File: config.mk
export PLATFORM = sky130hd
export DESIGN_NAME = warp_barrier_ctrl
export DESIGN_NICKNAME = d
export VERILOG_FILES = /design/src/rtl/warp_barrier_ctrl_pkg.sv /design/src/rtl/warp_barrier_slot.sv /design/src/rtl/warp_barrier_ctrl.sv
export SDC_FILE = /design/constraint.sdc
export NUM_CORES = 1
export LEC_CHECK = 0
export CORE_ASPECT_RATIO = 1.5
export CORE_UTILIZATION = 59
export DETAILED_ROUTE_END_ITERATION = 16
export HOLD_SLACK_MARGIN = 0.05
export PLACE_DENSITY = 0.8
export SLEW_MARGIN = 20
export SYNTH_ARGS = -nofsm -noshare
export SYNTH_HDL_FRONTEND = slang
export SYNTH_SLANG_ARGS = --single-unit
File: constraint.sdc
create_clock -name clk -period 2.7 [get_ports clk]
set_clock_uncertainty 0.05 [all_clocks]
set_input_delay 0.54 -clock clk [delete_from_list [all_inputs] [get_ports clk]]
set_output_delay 0.54 -clock clk [all_outputs]
set_load 0.005 [all_outputs]
File: src/rtl/warp_barrier_ctrl_pkg.sv
// Shared types and constants for the warp barrier controller.
//   slot_state_e : per-slot barrier FSM state (IDLE = no arrivals, WAIT = collecting)
//   PERF_W       : width of the optional performance counters (BARRIER_PERF_EN)
package warp_barrier_ctrl_pkg;

    typedef enum logic {
        SLOT_IDLE = 1'b0,
        SLOT_WAIT = 1'b1
    } slot_state_e;

    localparam int PERF_W = 44;

endpackage

File: src/rtl/warp_barrier_slot.sv
// One barrier slot: arrival counter, latched size, wait mask and IDLE/WAIT FSM.
// Ports:
//   clk, reset_n        clock, async active-low reset
//   arrive              accepted, error-free arrival addressed to this slot
//   size_m1, wid        arriving request's size-minus-one and warp ID
//   size_mismatch       slot is waiting and size_m1 differs from the latched size
//   release_hit         this arrival completes the barrier (combinational)
//   wait_mask           warps currently parked on this slot
//   mask_next           wait_mask value after this cycle's arrival
module warp_barrier_slot
    import warp_barrier_ctrl_pkg::*;
#(
    parameter int NUM_WARPS = 4,
    parameter int NW_BITS   = $clog2(NUM_WARPS)
) (
    input  logic                 clk,
    input  logic                 reset_n,
    input  logic                 arrive,
    input  logic [NW_BITS-1:0]   size_m1,
    input  logic [NW_BITS-1:0]   wid,
    output logic                 size_mismatch,
    output logic                 release_hit,
    output logic [NUM_WARPS-1:0] wait_mask,
    output logic [NUM_WARPS-1:0] mask_next
);

    typedef struct packed {
        logic                 active;
        logic [NW_BITS-1:0]   count;
        logic [NW_BITS-1:0]   size_m1;
        logic [NUM_WARPS-1:0] wait_mask;
    } barrier_slot_t;

    slot_state_e          state;
    barrier_slot_t        slot;
    logic [NUM_WARPS-1:0] wid_bit;

    assign wid_bit       = NUM_WARPS'(1) << wid;
    assign wait_mask     = slot.wait_mask;
    assign size_mismatch = slot.active && (size_m1 != slot.size_m1);

    // A single-warp barrier completes on its first (and only) arrival.
    assign release_hit = arrive && ((state == SLOT_IDLE) ? (size_m1 == '0)
                                                         : (slot.count == slot.size_m1));

    always_comb begin
        mask_next = slot.wait_mask;
        if (arrive)
            mask_next = release_hit ? '0 : (slot.wait_mask | wid_bit);
    end

    always_ff @(posedge clk or negedge reset_n) begin
        if (!reset_n) begin
            state <= SLOT_IDLE;
            slot  <= '0;
        end else if (arrive) begin
            if (state == SLOT_IDLE) begin
                if (size_m1 != '0) begin
                    state          <= SLOT_WAIT;
                    slot.active    <= 1'b1;
                    slot.count     <= NW_BITS'(1);
                    slot.size_m1   <= size_m1;
                    slot.wait_mask <= wid_bit;
                end
            end else begin
                if (slot.count == slot.size_m1) begin
                    state <= SLOT_IDLE;
                    slot  <= '0;
                end else begin
                    slot.count     <= slot.count + NW_BITS'(1);
                    slot.wait_mask <= slot.wait_mask | wid_bit;
                end
            end
        end
    end

endmodule

File: src/rtl/warp_barrier_ctrl.sv
// Per-core barrier scheduler. Counts warp arrivals per barrier ID, holds
// arriving warps in stall_mask, and emits a one-cycle release pulse with the
// released warp mask when the last participant arrives.
// Ports:
//   clk, reset_n                      clock, async active-low reset
//   bar_valid/bar_id/bar_size_m1/bar_wid   barrier request from execute unit
//   bar_ready                         1 every cycle after reset
//   stall_mask                        warps blocked at any barrier (registered)
//   release_valid/release_id/release_mask  registered release bundle
//   bar_err                           sticky protocol-error flag
// Optional (macro BARRIER_PERF_EN):
//   perf_bar_stalls                   saturating sum of popcount(stall_mask)
//   perf_bar_releases                 number of release pulses
module warp_barrier_ctrl
    import warp_barrier_ctrl_pkg::*;
#(
    parameter int NUM_WARPS    = 4,
    parameter int NUM_BARRIERS = 4,
    parameter int NW_BITS      = $clog2(NUM_WARPS),
    parameter int NB_BITS      = (NUM_BARRIERS > 1) ? $clog2(NUM_BARRIERS) : 1
) (
    input  logic                 clk,
    input  logic                 reset_n,
    input  logic                 bar_valid,
    input  logic [NB_BITS-1:0]   bar_id,
    input  logic [NW_BITS-1:0]   bar_size_m1,
    input  logic [NW_BITS-1:0]   bar_wid,
    output logic                 bar_ready,
    output logic [NUM_WARPS-1:0] stall_mask,
    output logic                 release_valid,
    output logic [NB_BITS-1:0]   release_id,
    output logic [NUM_WARPS-1:0] release_mask,
`ifdef BARRIER_PERF_EN
    output logic [PERF_W-1:0]    perf_bar_stalls,
    output logic [PERF_W-1:0]    perf_bar_releases,
`endif
    output logic                 bar_err
);

    localparam int BAR_RELEASE_BITS = 1 + NB_BITS + NUM_WARPS;

    logic [NUM_BARRIERS-1:0]                slot_arrive;
    logic [NUM_BARRIERS-1:0]                slot_mismatch;
    logic [NUM_BARRIERS-1:0]                slot_release;
    logic [NUM_BARRIERS-1:0][NUM_WARPS-1:0] slot_mask;
    logic [NUM_BARRIERS-1:0][NUM_WARPS-1:0] slot_mask_next;

    logic                        accept, dup, size_err, proto_err, any_release;
    logic [NUM_WARPS-1:0]        wid_bit, all_wait, sel_mask, stall_next;
    logic [BAR_RELEASE_BITS-1:0] rel_next, rel_q;

    assign accept  = bar_valid && bar_ready;
    assign wid_bit = NUM_WARPS'(1) << bar_wid;

    always_comb begin
        all_wait   = '0;
        stall_next = '0;
        sel_mask   = '0;
        size_err   = 1'b0;
        for (int i = 0; i < NUM_BARRIERS; i++) begin
            all_wait   = all_wait | slot_mask[i];
            stall_next = stall_next | slot_mask_next[i];
            if (bar_id == NB_BITS'(i)) begin
                sel_mask = slot_mask[i];
                size_err = slot_mismatch[i];
            end
        end
    end

    // A warp may wait on only one barrier at a time; a re-arrival from a
    // parked warp is dropped, as is a size disagreement with a waiting slot.
    assign dup       = |(all_wait & wid_bit);
    assign proto_err = accept && (dup || size_err);

    for (genvar g = 0; g < NUM_BARRIERS; g++) begin : g_slot
        assign slot_arrive[g] = accept && !proto_err && (bar_id == NB_BITS'(g));

        warp_barrier_slot #(
            .NUM_WARPS (NUM_WARPS),
            .NW_BITS   (NW_BITS)
        ) u_slot (
            .clk           (clk),
            .reset_n       (reset_n),
            .arrive        (slot_arrive[g]),
            .size_m1       (bar_size_m1),
            .wid           (bar_wid),
            .size_mismatch (slot_mismatch[g]),
            .release_hit   (slot_release[g]),
            .wait_mask     (slot_mask[g]),
            .mask_next     (slot_mask_next[g])
        );
    end

    // Only one arrival is accepted per cycle, so at most one slot releases.
    assign any_release = |slot_release;
    assign rel_next    = {any_release,
                          any_release ? bar_id : NB_BITS'(0),
                          any_release ? (sel_mask | wid_bit) : NUM_WARPS'(0)};

    assign {release_valid, release_id, release_mask} = rel_q;

    always_ff @(posedge clk or negedge reset_n) begin
        if (!reset_n) begin
            bar_ready  <= 1'b0;
            bar_err    <= 1'b0;
            stall_mask <= '0;
            rel_q      <= '0;
        end else begin
            bar_ready  <= 1'b1;
            bar_err    <= bar_err | proto_err;
            stall_mask <= stall_next;
            rel_q      <= rel_next;
        end
    end

`ifdef BARRIER_PERF_EN
    localparam int PC_W = NW_BITS + 1;

    logic [PC_W-1:0]   stall_pop;
    logic [PERF_W:0]   stalls_sum;

    always_comb begin
        stall_pop = '0;
        for (int i = 0; i < NUM_WARPS; i++)
            stall_pop = stall_pop + PC_W'(stall_mask[i]);
    end

    // One extra carry bit detects overflow; the counter then pins at all-ones.
    assign stalls_sum = {1'b0, perf_bar_stalls} + (PERF_W + 1)'(stall_pop);

    always_ff @(posedge clk or negedge reset_n) begin
        if (!reset_n) begin
            perf_bar_stalls   <= '0;
            perf_bar_releases <= '0;
        end else begin
            perf_bar_stalls   <= stalls_sum[PERF_W] ? '1 : stalls_sum[PERF_W-1:0];
            perf_bar_releases <= perf_bar_releases + PERF_W'(release_valid);
        end
    end
`endif

endmodule

==> results of run 1 <==
registers in the layout, indices dropped and copies added, names as in the netlist:
name / count
stall_mask: 4
g_slot.u_slot.slot: 20
bar_err: 1
g_slot.u_slot.wait_mask: 16
bar_ready: 1
rel_q: 7
g_slot.u_slot.state: 4
path summary, 6_finish.rpt:
check | start | to | slack [ns] | cells after the start
max in group asynchronous | reset_n | g_slot[1].u_slot.slot[4] | 1.91 | 2
setup / recovery | bar_size_m1[1] | stall_mask[2] | 0.18 | 8
hold / removal | reset_n | g_slot[3].u_slot.wait_mask[0] | 0.1 | 1
setup reg to reg | g_slot[2].u_slot.wait_mask[1] | g_slot[1].u_slot.wait_mask[2] | 0.40 | 7
min in group clk | bar_err | bar_err | 0.44 | 1
hold reg to reg | bar_err | bar_err | 0.44 | 1
cells by family (layout without fill, tap and decap cells):
group                     Yosys count  after routing  share of synthesized area, %
muxes                               8              8                         4.093
and+or+nand+nor                   108            108                         19.81
buffers and inverters              35             83                         5.058
DFF                                53             53                         40.93
AOI/OAI and AO/OA                 108            108                         25.68
other                               1              1                        0.1157
xor gates and xnor gates           16             16                         4.324
metal layers:
| metal | track usage (%) | vias to the layer above |
|---|---|---|
| met3 | 4.926 | 31 |
| met4 | 19.77 | 0 |
| met2 | 51.54 | 91 |
| met5 | 0 | - |
| met1 | 36.50 | 1367 |
| li1 | - | 1314 |
power by group:
part	switching [W]	total, W	internal (W)
clock network	0.000278	0.000556	0.000278
logic	0.0000884	0.000148	0.0000601
registers	0.000000364	0.000794	0.000794
total	0.000367	0.00150	0.00113
critical path: stages:
cell,delay (ns)
clkdlybuf4s50_1,0.49
buf_4,0.18
xor2_1,0.15
o211a_1,0.25
nor4_4,0.22
nand3_1,0.30
a22o_1,0.27
a211o_1,0.28
layout by cell type (no fill, tap or decap), types with 3 or more instances in the layout:
cell	count
clkdlybuf4s50_1	20
xnor2_1	6
mux4_2	4
nand3_1	7
nand2_1	35
o22a_1	5
and2_1	3
o2bb2ai_1	10
a21oi_1	16
a221oi_1	6
a211oi_1	5
inv_1	16
buf_4	35
clkbuf_8	5
o21ai_0	13
a22o_1	10
nor4_1	4
o221a_2	3
dfrtp_1	53
nor2_1	21
xor2_1	10
nor2b_1	8
nor3_4	4
a211o_1	4
o22ai_1	14
through the flow:
step	instance area (um^2)	hold slack [ns]
floorplan	3241	0.1944
global placement	3734	0.4018
detailed placement	3734	0.4124
CTS	3849	0.1125
global route	3849	0.1123
finish	3849	0.09650
final cells by class:
cell class	count	area share, %
Clock buffer	5	1.788
Clock inverter	3	1.203
Inverter	17	1.658
Multi-Input combinational cell	241	45.48
Sequential cell	53	34.46
Tap cell	68	2.211
Timing Repair Buffer	58	13.20
==> flow_summary.ini, run 1 <==
[placed_design]
place_inst = 437
place_congestion = 0.9751
dpl.hpwl_um = 6191
numPortBuffers = 21
preCtsSetupSlack_ns = -0.1097

[final_layout]
seqCellArea_um2 = 1326
fin_nets = 385
drive_above_1_share_pct = 20.69
multi_input_area_um2 = 1750
stdcell_count = 445
fill_cells = 375
fin_util_pct = 73.94
diodes = 0
synthToLayoutAreaGrowth_pct = 18.76

[die]
fp-row-count = 32
io_pins = 22
die_w_um = 62.51
die-area_um2 = 5799
core_um2 = 5205
start_util_pct = 62.26
die_h_um = 92.77

[synth]
ys_types = 65
synth_cells = 329
ys_ff_latch = 53
ys_seq_area_share_pct = 40.93
synth_top_flop_cell = dfrtp_1
synth_warnings = 0
avgSynthCellArea_um2 = 9.850
post-synth-top-count-cell = dfrtp_1
mappedNetlistArea_um2 = 3241
async_flop_share_pct = 100.0
synth_area_leaders = dfrtp_1 41%, nand2_1 4.1%, mux4_2 2.8%
yosysTopAreaCell = dfrtp_1
synth_edf_count = 0
yosysTopAreaCellShare_pct = 40.93
synthesis.nets = 338
synth_common_cells = 53 x dfrtp_1, 35 x nand2_1, 21 x nor2_1, 16 x a21oi_1, 16 x inv_1

[grt]
gr-usage-all-layers_pct = 30.82
grt_pass1_vias = 2797
grt_first_pass_wirelength_um = 13650
grt_max_degree = 21
grt_overflow = 0
antenna_found_initial = 0

[clock_network]
clockRootBuffer = clkbuf_8
cts_resized = 0
post_cts_buffers = 0
htree_levels = 2
numCtsBuffers = 5
clock_tree.buffer_depth = 2
clk_latency_ns = 0.31
ctsHoldBuffers = 0
cts.sinks = 53
tritoncts = done
clk_pin_slew_ns = 0.10

[detailed_routing]
drtIter0Drc = 201
route.met2.wl_um = 4224
via_count = 2803
highest_layer = met4
drc = 0
routed_wire_length_per_instance_um = 18.30
drt-total-wl_um = 8144
drt-met1-wl_um = 3171
drtPass1Iterations = 4
wl_met3_um = 297
ant_nets = 0
vias_per_cell = 6.299

[setup_path]
path_class = input port to flop
end_kind = flop
worstSetupStartpointType = input port
cp_data_required_time_ns = 2.85
arrival_ns = 2.68
cp_max_fo = 6

[pwr]
power_w = 0.001498
power_density_nw_per_um2 = 389.3
vdd.ir_drop.worst_uv = 332.5
p_leak_nw = 1.631

[timing]
finalSetupTns_ns = 0
maxSlewHeadroom_pct = 64.66
fin_ws_ns = 0.1778
max_freq_mhz = 396.5
rsz0062_at_grt = no
tightest_slew_ns = 0.5300
period_needed_ns = 2.522
maxSlewViolCount = 0
hold_viol_final = 0
fin_crit_sh_pct = 93.41
setup_viol = 0

[min_path]
hold_class = input port to asynchronous set/reset pin

[run_status]
status = completed

[run]
maxCapViolCount = 0
Power figures use the tool's default switching activity.
==> run 2, diff against run 1 <==
--- a/config.mk
+++ b/config.mk
@@ -5,11 +5,14 @@
 export SDC_FILE = /design/constraint.sdc
 export NUM_CORES = 1
 export LEC_CHECK = 0
+export CELL_PAD_IN_SITES_DETAIL_PLACEMENT = 1
+export CELL_PAD_IN_SITES_GLOBAL_PLACEMENT = 2
 export CORE_ASPECT_RATIO = 1.5
-export CORE_UTILIZATION = 59
+export CORE_UTILIZATION = 38
+export CTS_CLUSTER_SIZE = 12
 export DETAILED_ROUTE_END_ITERATION = 16
 export HOLD_SLACK_MARGIN = 0.05
-export PLACE_DENSITY = 0.8
+export PLACE_DENSITY_LB_ADDON = 0.1
 export SLEW_MARGIN = 20
 export SYNTH_ARGS = -nofsm -noshare
 export SYNTH_HDL_FRONTEND = slang
==> flow_summary.ini, run 2 (synthesis gave the netlist of run 1 again) <==
[run_status]
status = completed

[setup_path]
worstSetupStartpointType = input port
arrival_ns = 2.69
regToRegSetupSlack_ns = 0.51
path_class = input port to flop
end_kind = flop
cp_max_fo = 6
cp_data_required_time_ns = 2.83

[timing]
rsz0062_at_grt = no
maxSlewViolCount = 0
tightest_slew_ns = 0.8024
fin_crit_sh_pct = 94.60
max_freq_mhz = 391.5
fin_ws_ns = 0.1457
period_needed_ns = 2.554
finalSetupTns_ns = 0
maxSlewHeadroom_pct = 46.51
setup_viol = 0
holdWs_ns = 0.2761
hold_viol_final = 0

[clock_network]
cts.sinks = 53
post_cts_buffers = 0
cts_resized = 0
clock_tree.buffer_depth = 2
clockRootBuffer = clkbuf_16
tritoncts = done
clk_latency_ns = 0.30
ctsHoldBuffers = 0
htree_levels = 2
clk_pin_slew_ns = 0.07
numCtsBuffers = 5

[final_layout]
synthToLayoutAreaGrowth_pct = 24.79
diodes = 0
fin_util_pct = 49.57
fin_nets = 394
fill_cells = 941
largest_reg_flops = 20
stdcell_area_um2 = 4044
largest-register = g_slot.u_slot.slot
reg.largest.list = g_slot.u_slot.slot x20, g_slot.u_slot.wait_mask x16, rel_q x7
final_cell_mix = 53 x dfrtp_1, 44 x buf_4, 35 x nand2_1
final_common_cell = dfrtp_1
drive_above_1_share_pct = 22.80

[pwr]
vdd.ir_drop.worst_uv = 256.9
p_leak_nw = 1.713
p_clk_share_pct = 46.9
intPower_w = 0.001385
p_sw_w = 0.0003980
switching_share_pct = 22.32
power_density_nw_per_um2 = 441.0
pwr-share-seq_pct = 44.5
share_comb_of_total_power_pct = 8.6

[grt]
grt_max_degree = 34
antenna_found_initial = 0
grt_first_pass_wirelength_um = 15720
gr-usage-all-layers_pct = 23.50
grt_pass1_vias = 2962
grt_overflow = 0

[detailed_routing]
drtPass1Iterations = 4
drtIter0Drc = 117
vias_per_cell = 5.719
ant_nets = 0
routed_wire_length_per_instance_um = 19.56
via_count = 2808
drc = 0
drt-total-wl_um = 9604

[placed_design]
place_congestion = 0.8150
preCtsSetupSlack_ns = -0.1574
numPortBuffers = 21
dpl.hpwl_um = 7521
place_area_um2 = 3847

[run]
maxCapViolCount = 0

[die]
die_w_um = 77.40
die_h_um = 115.1
io_pins = 22
start_util_pct = 39.72
fp-row-count = 40
core_um2 = 8158
die-area_um2 = 8909

[min_path]
hold_class = input port to asynchronous set/reset pin
## run 2: final cells by class
class / instances / area (um^2) / share of cell area, %
Multi-Input combinational cell: 241 / 1757 / 43.44
Sequential cell: 53 / 1326 / 32.80
Timing Repair Buffer: 67 / 575.6 / 14.23
Tap cell: 105 / 131.4 / 3.249
Clock buffer: 5 / 125.1 / 3.094
Clock inverter: 3 / 65.06 / 1.609
Inverter: 17 / 63.81 / 1.578
## run 2: routing by layer
layer / track usage [%] / vias to the layer above / routed length (um)
met4: 10.06 / 0 / 307
li1: - / 1332 / -
met1: 27.18 / 1409 / 3908
met5: 0 / - / 0
met2: 43.54 / 50 / 5192
met3: 2.540 / 17 / 196
## run 2: power groups by stage
stage | combinational (W) | clock [W] | sequential, W
global placement | 0.000152 | 0 | 0.000810
global route | 0.000168 | 0.000871 | 0.000794
finish | 0.000153 | 0.000836 | 0.000794
floorplan | 0.0000714 | 0 | 0.000810
detailed placement | 0.000154 | 0 | 0.000810
CTS | 0.000154 | 0.000852 | 0.000794
## run 2: worst max-delay path, cell delays in order
cell and delay [ns]:
clkdlybuf4s50_1 0.53, buf_4 0.20, xor2_1 0.15, o211a_1 0.25, nor4_4 0.24, nand3_1 0.27
a22o_1 0.25, a211o_1 0.26
## run 2: final timing paths
path,endpoint,startpoint,cells past startpoint
worst max-delay path,stall_mask[2],bar_size_m1[1],8
worst min-delay path,g_slot[3].u_slot.wait_mask[0],reset_n,1
worst max register to register,g_slot[0].u_slot.wait_mask[3],g_slot[2].u_slot.wait_mask[1],7
worst min register to register,bar_err,bar_err,1
max in group asynchronous,g_slot[0].u_slot.slot[7],reset_n,2
min in group clk,bar_err,bar_err,1
## run 2: stage by stage
step | power, W | instances
global placement | 0.0009617 | 483
detailed placement | 0.0009637 | 483
finish | 0.001783 | 491
global route | 0.001833 | 491
CTS | 0.001801 | 491
floorplan | 0.0008817 | 329
